$ cat src/rtl/mips_multicycle_ctrl.sv
// Moore control FSM for the multicycle MIPS datapath.
// Sequences shared memory, register file, ALU and PC, and counts retired instructions.
module mips_multicycle_ctrl #(
    parameter int CNT_W = 32
) (
    input  logic             clk,
    input  logic             rst_n,
    input  logic [5:0]       opcode,
    input  logic [5:0]       funct,
    input  logic             zero,
    input  logic             mem_ready,
    output logic             mem_req,
    output logic             mem_write,
    output logic             i_or_d,
    output logic             ir_write,
    output logic             pc_en,
    output logic [1:0]       pc_src,
    output logic             alu_src_a,
    output logic [1:0]       alu_src_b,
    output logic [2:0]       alu_control,
    output logic             reg_write,
    output logic             reg_dst,
    output logic             mem_to_reg,
    output logic [3:0]       state,
    output logic [CNT_W-1:0] instr_count,
    output logic             illegal_instr
);

    typedef enum logic [3:0] {
        IDLE   = 4'd0,
        FETCH  = 4'd1,
        DECODE = 4'd2,
        MEMADR = 4'd3,
        MEMRD  = 4'd4,
        MEMWB  = 4'd5,
        MEMWR  = 4'd6,
        EXEC   = 4'd7,
        ALUWB  = 4'd8,
        BRANCH = 4'd9,
        ADDIEX = 4'd10,
        ADDIWB = 4'd11,
        JUMP   = 4'd12
    } state_t;

    localparam logic [5:0] OP_RTYPE = 6'b000000;
    localparam logic [5:0] OP_LW    = 6'b100011;
    localparam logic [5:0] OP_SW    = 6'b101011;
    localparam logic [5:0] OP_BEQ   = 6'b000100;
    localparam logic [5:0] OP_ADDI  = 6'b001000;
    localparam logic [5:0] OP_J     = 6'b000010;

    localparam logic [5:0] FN_ADD = 6'b100000;
    localparam logic [5:0] FN_SUB = 6'b100010;
    localparam logic [5:0] FN_AND = 6'b100100;
    localparam logic [5:0] FN_OR  = 6'b100101;
    localparam logic [5:0] FN_SLT = 6'b101010;

    localparam logic [2:0] ALU_ADD = 3'b010;
    localparam logic [2:0] ALU_SUB = 3'b110;
    localparam logic [2:0] ALU_AND = 3'b000;
    localparam logic [2:0] ALU_OR  = 3'b001;
    localparam logic [2:0] ALU_SLT = 3'b111;

    state_t cur_state;
    state_t next_state;
    logic   funct_ok;
    logic   retire;

    always_comb begin
        funct_ok = 1'b0;
        case (funct)
            FN_ADD, FN_SUB, FN_AND, FN_OR, FN_SLT: funct_ok = 1'b1;
            default: funct_ok = 1'b0;
        endcase
    end

    always_ff @(posedge clk or negedge rst_n) begin
        if (!rst_n) begin
            cur_state <= IDLE;
        end else begin
            cur_state <= next_state;
        end
    end

    always_comb begin
        next_state    = cur_state;
        illegal_instr = 1'b0;
        unique case (cur_state)
            IDLE: next_state = FETCH;
            FETCH: begin
                if (mem_ready) next_state = DECODE;
            end
            DECODE: begin
                case (opcode)
                    OP_LW, OP_SW: next_state = MEMADR;
                    OP_BEQ:       next_state = BRANCH;
                    OP_ADDI:      next_state = ADDIEX;
                    OP_J:         next_state = JUMP;
                    OP_RTYPE: begin
                        if (funct_ok) begin
                            next_state = EXEC;
                        end else begin
                            next_state    = FETCH;
                            illegal_instr = 1'b1;
                        end
                    end
                    default: begin
                        next_state    = FETCH;
                        illegal_instr = 1'b1;
                    end
                endcase
            end
            MEMADR: next_state = (opcode == OP_SW) ? MEMWR : MEMRD;
            MEMRD: begin
                if (mem_ready) next_state = MEMWB;
            end
            MEMWB: next_state = FETCH;
            MEMWR: begin
                if (mem_ready) next_state = FETCH;
            end
            EXEC:   next_state = ALUWB;
            ALUWB:  next_state = FETCH;
            BRANCH: next_state = FETCH;
            ADDIEX: next_state = ADDIWB;
            ADDIWB: next_state = FETCH;
            JUMP:   next_state = FETCH;
            default: next_state = IDLE;
        endcase
    end

    // Outputs depend only on the current state, except the handshake-qualified
    // strobes in FETCH and the zero-qualified branch enable.
    always_comb begin
        mem_req     = 1'b0;
        mem_write   = 1'b0;
        i_or_d      = 1'b0;
        ir_write    = 1'b0;
        pc_en       = 1'b0;
        pc_src      = 2'b00;
        alu_src_a   = 1'b0;
        alu_src_b   = 2'b00;
        alu_control = ALU_ADD;
        reg_write   = 1'b0;
        reg_dst     = 1'b0;
        mem_to_reg  = 1'b0;
        unique case (cur_state)
            FETCH: begin
                mem_req   = 1'b1;
                alu_src_b = 2'b01;
                ir_write  = mem_ready;
                pc_en     = mem_ready;
            end
            DECODE: alu_src_b = 2'b11;
            MEMADR, ADDIEX: begin
                alu_src_a = 1'b1;
                alu_src_b = 2'b10;
            end
            MEMRD: begin
                mem_req = 1'b1;
                i_or_d  = 1'b1;
            end
            MEMWB: begin
                reg_write  = 1'b1;
                mem_to_reg = 1'b1;
            end
            MEMWR: begin
                mem_req   = 1'b1;
                mem_write = 1'b1;
                i_or_d    = 1'b1;
            end
            EXEC: begin
                alu_src_a = 1'b1;
                case (funct)
                    FN_SUB:  alu_control = ALU_SUB;
                    FN_AND:  alu_control = ALU_AND;
                    FN_OR:   alu_control = ALU_OR;
                    FN_SLT:  alu_control = ALU_SLT;
                    default: alu_control = ALU_ADD;
                endcase
            end
            ALUWB: begin
                reg_write = 1'b1;
                reg_dst   = 1'b1;
            end
            ADDIWB: reg_write = 1'b1;
            BRANCH: begin
                alu_src_a   = 1'b1;
                alu_control = ALU_SUB;
                pc_src      = 2'b01;
                pc_en       = zero;
            end
            JUMP: begin
                pc_src = 2'b10;
                pc_en  = 1'b1;
            end
            default: ;
        endcase
    end

    always_comb begin
        retire = 1'b0;
        case (cur_state)
            MEMWB, ALUWB, ADDIWB, BRANCH, JUMP: retire = 1'b1;
            MEMWR: retire = mem_ready;
            default: retire = 1'b0;
        endcase
    end

    always_ff @(posedge clk or negedge rst_n) begin
        if (!rst_n) begin
            instr_count <= '0;
        end else if (retire) begin
            instr_count <= instr_count + CNT_W'(1);
        end
    end

    assign state = cur_state;

endmodule

$ cat config.mk
export PLATFORM = sky130hd
export DESIGN_NAME = mips_multicycle_ctrl
export DESIGN_NICKNAME = d
export VERILOG_FILES = /design/src/rtl/mips_multicycle_ctrl.sv
export SDC_FILE = /design/constraint.sdc
export NUM_CORES = 1
export LEC_CHECK = 0
export BUFFER_PORTS_ARGS = -buffer_cell sky130_fd_sc_hd__buf_2
export CAP_MARGIN = 40
export CORE_ASPECT_RATIO = 0.6
export CORE_MARGIN = 10
export CORE_UTILIZATION = 45
export CTS_BUF_LIST = sky130_fd_sc_hd__clkbuf_8
export CTS_CLUSTER_SIZE = 20
export DETAILED_ROUTE_END_ITERATION = 12
export PLACE_DENSITY = 0.74
export SYNTH_ARGS = -nofsm -noshare
export SYNTH_HDL_FRONTEND = slang
export SYNTH_SLANG_ARGS = --single-unit
export TNS_END_PERCENT = 50
$ cat constraint.sdc
create_clock -name clk -period 1.7 [get_ports clk]
set_clock_uncertainty 0.05 [all_clocks]
set_input_delay 0.085 -clock clk [delete_from_list [all_inputs] [get_ports clk]]
set_output_delay 0.085 -clock clk [all_outputs]
set_load 0.02 [all_outputs]
==> results.md, run 1 <==
- Aggregate negative setup slack: -10.84 ns
- Post-synthesis sequential area ratio: 0.383
- Setup ws final: -0.425 ns
- Peak VDD IR: ~1100 uV
- Rows: 20
- P_sw: around 0.0027 W
- Yosys cell types: 56
- Clock power frac: 0.119
- Port buffer count: slightly below 70
- Status: finished with violations
- Syn Nets: about 250
- Io pins: about 70
- Pin count of the biggest net entering global routing: 37
- CTS Buffer Depth: 2
- Int Power: about 0.0031 W
- Syn. warnings: 0
- Die H: ~76 um
- Synth Flop Type: dfrtp_1
- Root Driver: clkbuf_8
- Pre-Repair DR Iteration Count: 5
- Htree depth: 2
- Clk_lat worst skew: about 0.31 ns
- Comb power frac: 0.693
- Total die area: between 8000 and 9000 um2
- Routability Congestion: 0.844
- Hold Vio Cnt, Final: 0
- Nets: slightly above 400
- Avg WL per Cell: about 28 um
- DRT antenna net count: 0
- Relative slew slack: 0.676
- Reg2Reg Setup Slack: -0.42 ns
- Power, Total: about 0.0058 W
- Cell area after synthesis: about 2300 um2
- Vias in the first global route: between 2k and 3k
- Max Freq: roughly 470 MHz
- Core area: between 5000 and 6000 um2
- WS Path Type: reg2out
- Post-DR vias/cell: around 6.6
- Syn avg cell area: 10.0 um2
- Crit Path Max Fanout: 3
- DPL Wire Length: 5.58 mm
- Pins Over Slew Limit: 0
- P&R area growth vs syn: 86.8%
- Drt total wl: between 10 and 15 mm
- Finish-stage setup viols: 46
- Reg clk slew, reported paths: 0.08 ns
- Max_cap viols: 0
- P_leak: around 1.9 nW
- Via count: approximately 3k
- Synth async-reset ratio: 1.00
- Post-synth EDFFs: 0
- RSZ-0062 raised after global routing: true
- Startpoint Class: flip-flop
- Tot GR Track Use: 0.225
- Cells after synthesis: around 240
- WHS: around 0.17 ns
- Worst setup EP type: output pin
- Hold crit path type: in2reg
- Critical Path RT: 1.56 ns
- Worst Tran Pin Value: slightly below 0.5 ns
- Initial Util: 0.465
- Final period util: 1.25
- Fraction of layout cells with a size suffix above 1: 0.633
- Gr ovfl total: 0
- Worst EP arrival: approximately 2 ns
- Initial antenna violation count: 1
- First-pass GRT wire length: 15.8 mm
- Sequential power share: 0.188
- CTS tree: yes
- TritonCTS Buffers: 5
- Fin crit period: around 2.1 ns
- Sw frac: 0.459
- DRT iter0 DRCs: 440
- Pwr/cell area: approximately 1300 nW/um2
- Failing checks: negative setup slack
- Residual DRC: 0
- Synth Register Bits: 36
- Num Clock Sinks: 36
- Die width: roughly 110 um
[layout make-up]
cell class	instances	area [um2]
well taps	66	82.6
diodes	1	2.50
multi-input cells	179	1990
clock inverters	2	7.51
inverters	6	22.5
flip-flops and latches	36	913
clock buffers	6	82.6
fillers	218	666
repair buffers	161	1290
[cells in the mapped netlist, types with 6 or more instances]
cell type | count | area share
a2111oi_2 | 8 | 0.051
buf_2 | 6 | 0.013
clkbuf_1 | 6 | 0.0096
dfrtp_1 | 36 | 0.38
inv_1 | 6 | 0.0096
nand2_1 | 13 | 0.021
nand2b_1 | 7 | 0.019
nand3_1 | 9 | 0.019
nor2_1 | 10 | 0.016
nor4_1 | 12 | 0.032
nor4b_1 | 6 | 0.022
o21ai_0 | 6 | 0.013
xor2_1 | 28 | 0.10
[cells in the final DEF (no fill, tap or decap), drive strengths merged, types with 6 or more instances in the layout]
cell     count
clkbuf       7
nand2b       7
nand3       10
nand2       13
dfrtp       36
nor4b        6
buf        159
o21ai        7
inv          8
xor2        28
a2111oi     11
nor2        10
nor4        12
[cells by family (layout without fill, tap and decap cells)]
kind of cell,Yosys count,in the layout,share of synthesized area
xor gates and xnor gates,33,33,0.123
DFF,36,36,0.383
AOI/OAI and AO/OA,43,43,0.160
and+or+nand+nor,96,97,0.263
adders and majority gates,2,2,0.00958
muxes,4,4,0.0181
other,0,1,0
buffers and inverters,21,175,0.0431
[critical path: stages (launching register included)]
cell and delay [ns]:
dfrtp_2 0.43, buf_6 0.14, nand2b_4 0.06, or3b_4 0.41
or4b_4 0.50, buf_6 0.15
[flip-flops by register name, summed over array words and instances (netlist names)]
register,flops
state,4
instr_count,32
[routing by layer]
layer | wire length (um) | track usage
met1 | 4860 | 0.287
met2 | 5730 | 0.358
met3 | 1490 | 0.0550
met4 | 764 | 0.0821
met5 | 0 | 0
[power groups by stage]
stage | logic [W] | clock network (W) | registers, W
after floorplan | 0.00108 | 0 | 0.00122
after global placement | 0.00202 | 0 | 0.00109
after detailed placement | 0.00206 | 0 | 0.00110
after CTS | 0.00303 | 0.000634 | 0.00106
after global routing | 0.00410 | 0.000717 | 0.00109
final | 0.00400 | 0.000686 | 0.00109
[through the flow]
stage | utilization | cells | cell area (um2) | worst slack [ns]
final | 0.868 | 457 | 4390 | -0.425
after floorplan | - | 235 | 2490 | -0.116
after CTS | 0.796 | 437 | 4020 | -0.319
after detailed placement | 0.654 | 410 | 3300 | -0.223
after global routing | 0.868 | 457 | 4390 | -0.471
after global placement | 0.654 | 410 | 3300 | -0.158
[what timing repair did]
action                                 in CTS  in global routing
pin swaps                                  31                 33
resized for setup                          79                 40
hold buffers                                1                  0
cloned                                      1                  1
buffers inserted                           17                 18
endpoints found under the hold margin      36                  0
setup endpoints to repair                  43                 50
[worst paths after layout]
| path | endpoint | startpoint | cells past startpoint |
|---|---|---|---|
| min | state[1] | mem_ready | 3 |
| max reg2reg | instr_count[21] | state[1] | 10 |
| min reg2reg | instr_count[26] | instr_count[26] | 1 |
| max in group asynchronous | state[3] | rst_n | 3 |
| max | alu_control[1] | state[2] | 5 |
| min in group asynchronous | instr_count[30] | rst_n | 3 |
No activity file was read; power rests on OpenSTA's default activity.
==> run 2: changes to the inputs <==
- CTS_BUF_LIST: sky130_fd_sc_hd__clkbuf_8 -> sky130_fd_sc_hd__clkbuf_4 sky130_fd_sc_hd__clkbuf_8 sky130_fd_sc_hd__clkbuf_16
==> run 2 against run 1 <==
Setup slack better by 0.063 ns. Total power fell by 0.38%. Combinational power down 1%. The run still ends with negative setup slack left. Critical path type unchanged. Die area stayed put. Critical endpoint unchanged. Sequential power is essentially flat.
==> results.md, run 2 (synthesis results as in run 1) <==
- Worst Tran Pin Value: 0.506 ns
- P_sw: around 0.0027 W
- Sequential power share: 0.189
- TritonCTS Buffers: 5
- CTS tree: yes
- Critical Path RT: 1.56 ns
- Dpl ws: -0.223 ns
- Status: finished with violations
- Die H: about 76 um
- RSZ-0062 raised after global routing: true
- Rows: 20
- Avg WL per Cell: approximately 27 um
- Pwr/cell area: between 1000 and 1500 nW/um2
- Crit path cell chain: buf_6, nand2b_4, or3b_4, or4b_4, buf_6
- Htree depth: 2
- Final instance area: 4370 um2
- Setup ws final: -0.362 ns
- Num Clock Sinks: 36
- Drt total wl: ~12 mm
- Max reg flops: 32
- Max_cap viols: 0
- Clock power frac: 0.123
- Most flop-heavy register: instr_count
- Pins Over Slew Limit: 0
- CTS Buffer Depth: 2
- Residual DRC: 0
- Worst EP arrival: ~1.9 ns
- DPL Wire Length: roughly 5.6 mm
- Crit Path Max Fanout: 3
- Pre-Repair DR Iteration Count: 5
- DRT iter0 DRCs: 330
- DR top layer: met4
- Port buffer count: approximately 70
- Commonest non-fill, non-tap cell in the layout: buf_4
- Diodes inserted: 0
- Relative slew slack: 0.663
- Die width: around 110 um
- Most frequent CP cell: buf_6
- Final period util: 1.21
- Met1 WL: roughly 4.6 mm
- First-pass GRT wire length: 16.5 mm
- Met3 WL: ~1.4 mm
- Gr ovfl total: 0
- Finish-stage setup viols: between 40 and 50
- DRT antenna net count: 0
- Pin count of the biggest net entering global routing: 37
- Hold Vio Cnt, Final: 0
- Reg clk slew, reported paths: roughly 0.080 ns
- Critical-path top delay cell: or4b_4
- Initial antenna violation count: 0
- Total die area: approximately 8600 um2
- Critical path buffers and inverters: 2
- Via count: 2,958
- Core area: roughly 5100 um2
- Post-DR vias/cell: 6.57
- Cell Area, Placed: 3300 um2
- Worst setup EP type: output pin
- Max Freq: just under 500 MHz
- Most frequent cells in the layout: buf_4, buf_2, xor2_1, dfrtp_1, buf_6
- CP max stage delay: slightly below 0.5 ns
- P_leak: 1.86 nW
- Int Power: 0.00310 W
- Startpoint Class: flip-flop
- Peak VDD IR: 829 uV
- Root Driver: clkbuf_8
- Comb power frac: 0.689
- Nets: 400
- WS Path Type: reg2out
- P&R area growth vs syn: 86.0%
- Routability Congestion: 0.844
- Failing checks: negative setup slack
- Cell family with most CP delay: simple AND/OR/NAND/NOR gates
- Initial Util: 0.465
- Vias in the first global route: between 2k and 3k
- Tot GR Track Use: 0.238
- Clk_lat worst skew: roughly 0.31 ns
- Hold crit path type: in2reg
- Sw frac: 0.462
- Io pins: just under 70
- Fraction of layout cells with a size suffix above 1: 0.643
- Fin crit period: about 2.1 ns
- Met2 wire len: about 5.5 mm
==> run 2: changes by cell type in the layout (fill, tap and decap cells not counted), moves of 2 or more <==
cell | before | now
buf_4 | 74 | 64
buf_6 | 21 | 26
clkbuf_4 | 0 | 2
inv_1 | 7 | 5
nor2_1 | 6 | 4
nor2_4 | 3 | 5
==> run 2: worst register-to-register path: stages (launching register included) <==
cell and delay [ns]:
dfrtp_2 0.44, buf_12 0.14, buf_8 0.12, nor3b_4 0.18
buf_6 0.16, o21ai_4 0.11, buf_12 0.18, a2111oi_4 0.33
xor2_1 0.24
==> run 2: timing repair <==
item / CTS / global route
endpoints found under the hold margin: 36 / 0
hold buffers: 1 / 0
buffers inserted: 24 / 7
endpoints found under the setup margin: 43 / 51
pin swaps: 23 / 29
resized for setup: 76 / 54
gates cloned: 2 / 0
==> run 2: cell type report <==
type,instances,area [um2]
Inverter,6,22.5
Timing Repair Buffer,155,1260
Tap cell,66,82.6
Sequential cell,36,913
Multi-Input combinational cell,179,2000
Clock buffer,8,97.6
Fill cell,201,683
==> run 2: per-layer routing <==
metal | vias up | GRT usage
met1 | 1422 | 0.291
met2 | 285 | 0.367
met5 | - | 0
met3 | 70 | 0.0676
li1 | 1181 | -
met4 | 0 | 0.134
==> run 2: stage by stage <==
stage                     instances  power (W)  hold slack, ns  setup TNS, ns  utilization
after floorplan                 235    0.00230          -0.261         -0.554            -
after global placement          410    0.00311          0.0997          -2.40        0.654
after detailed placement        410    0.00316           0.108          -3.59        0.654
after CTS                       444    0.00478           0.129          -5.34        0.803
after global routing            450    0.00590           0.173         -11.20        0.865
final                           450    0.00576           0.174          -9.49        0.865
==> run 2: path summary, 6_finish.rpt <==
kind / start / to / slack (ns) / cells after the start
max reg2reg: state[1] / instr_count[27] / -0.35 / 8
min: mem_ready / state[1] / 0.17 / 3
min in group asynchronous: rst_n / instr_count[28] / 0.31 / 3
min reg2reg: instr_count[30] / instr_count[30] / 0.44 / 1
max: state[2] / alu_control[1] / -0.36 / 5
max in group asynchronous: rst_n / instr_count[12] / 0.89 / 3
==> run 2: power groups by stage <==
| stage | clock, W | combinational (W) | sequential, W |
|---|---|---|---|
| floorplan | 0 | 0.00108 | 0.00122 |
| global placement | 0 | 0.00202 | 0.00109 |
| detailed placement | 0 | 0.00206 | 0.00110 |
| CTS | 0.000679 | 0.00305 | 0.00105 |
| global route | 0.000754 | 0.00405 | 0.00109 |
| finish | 0.000706 | 0.00396 | 0.00109 |
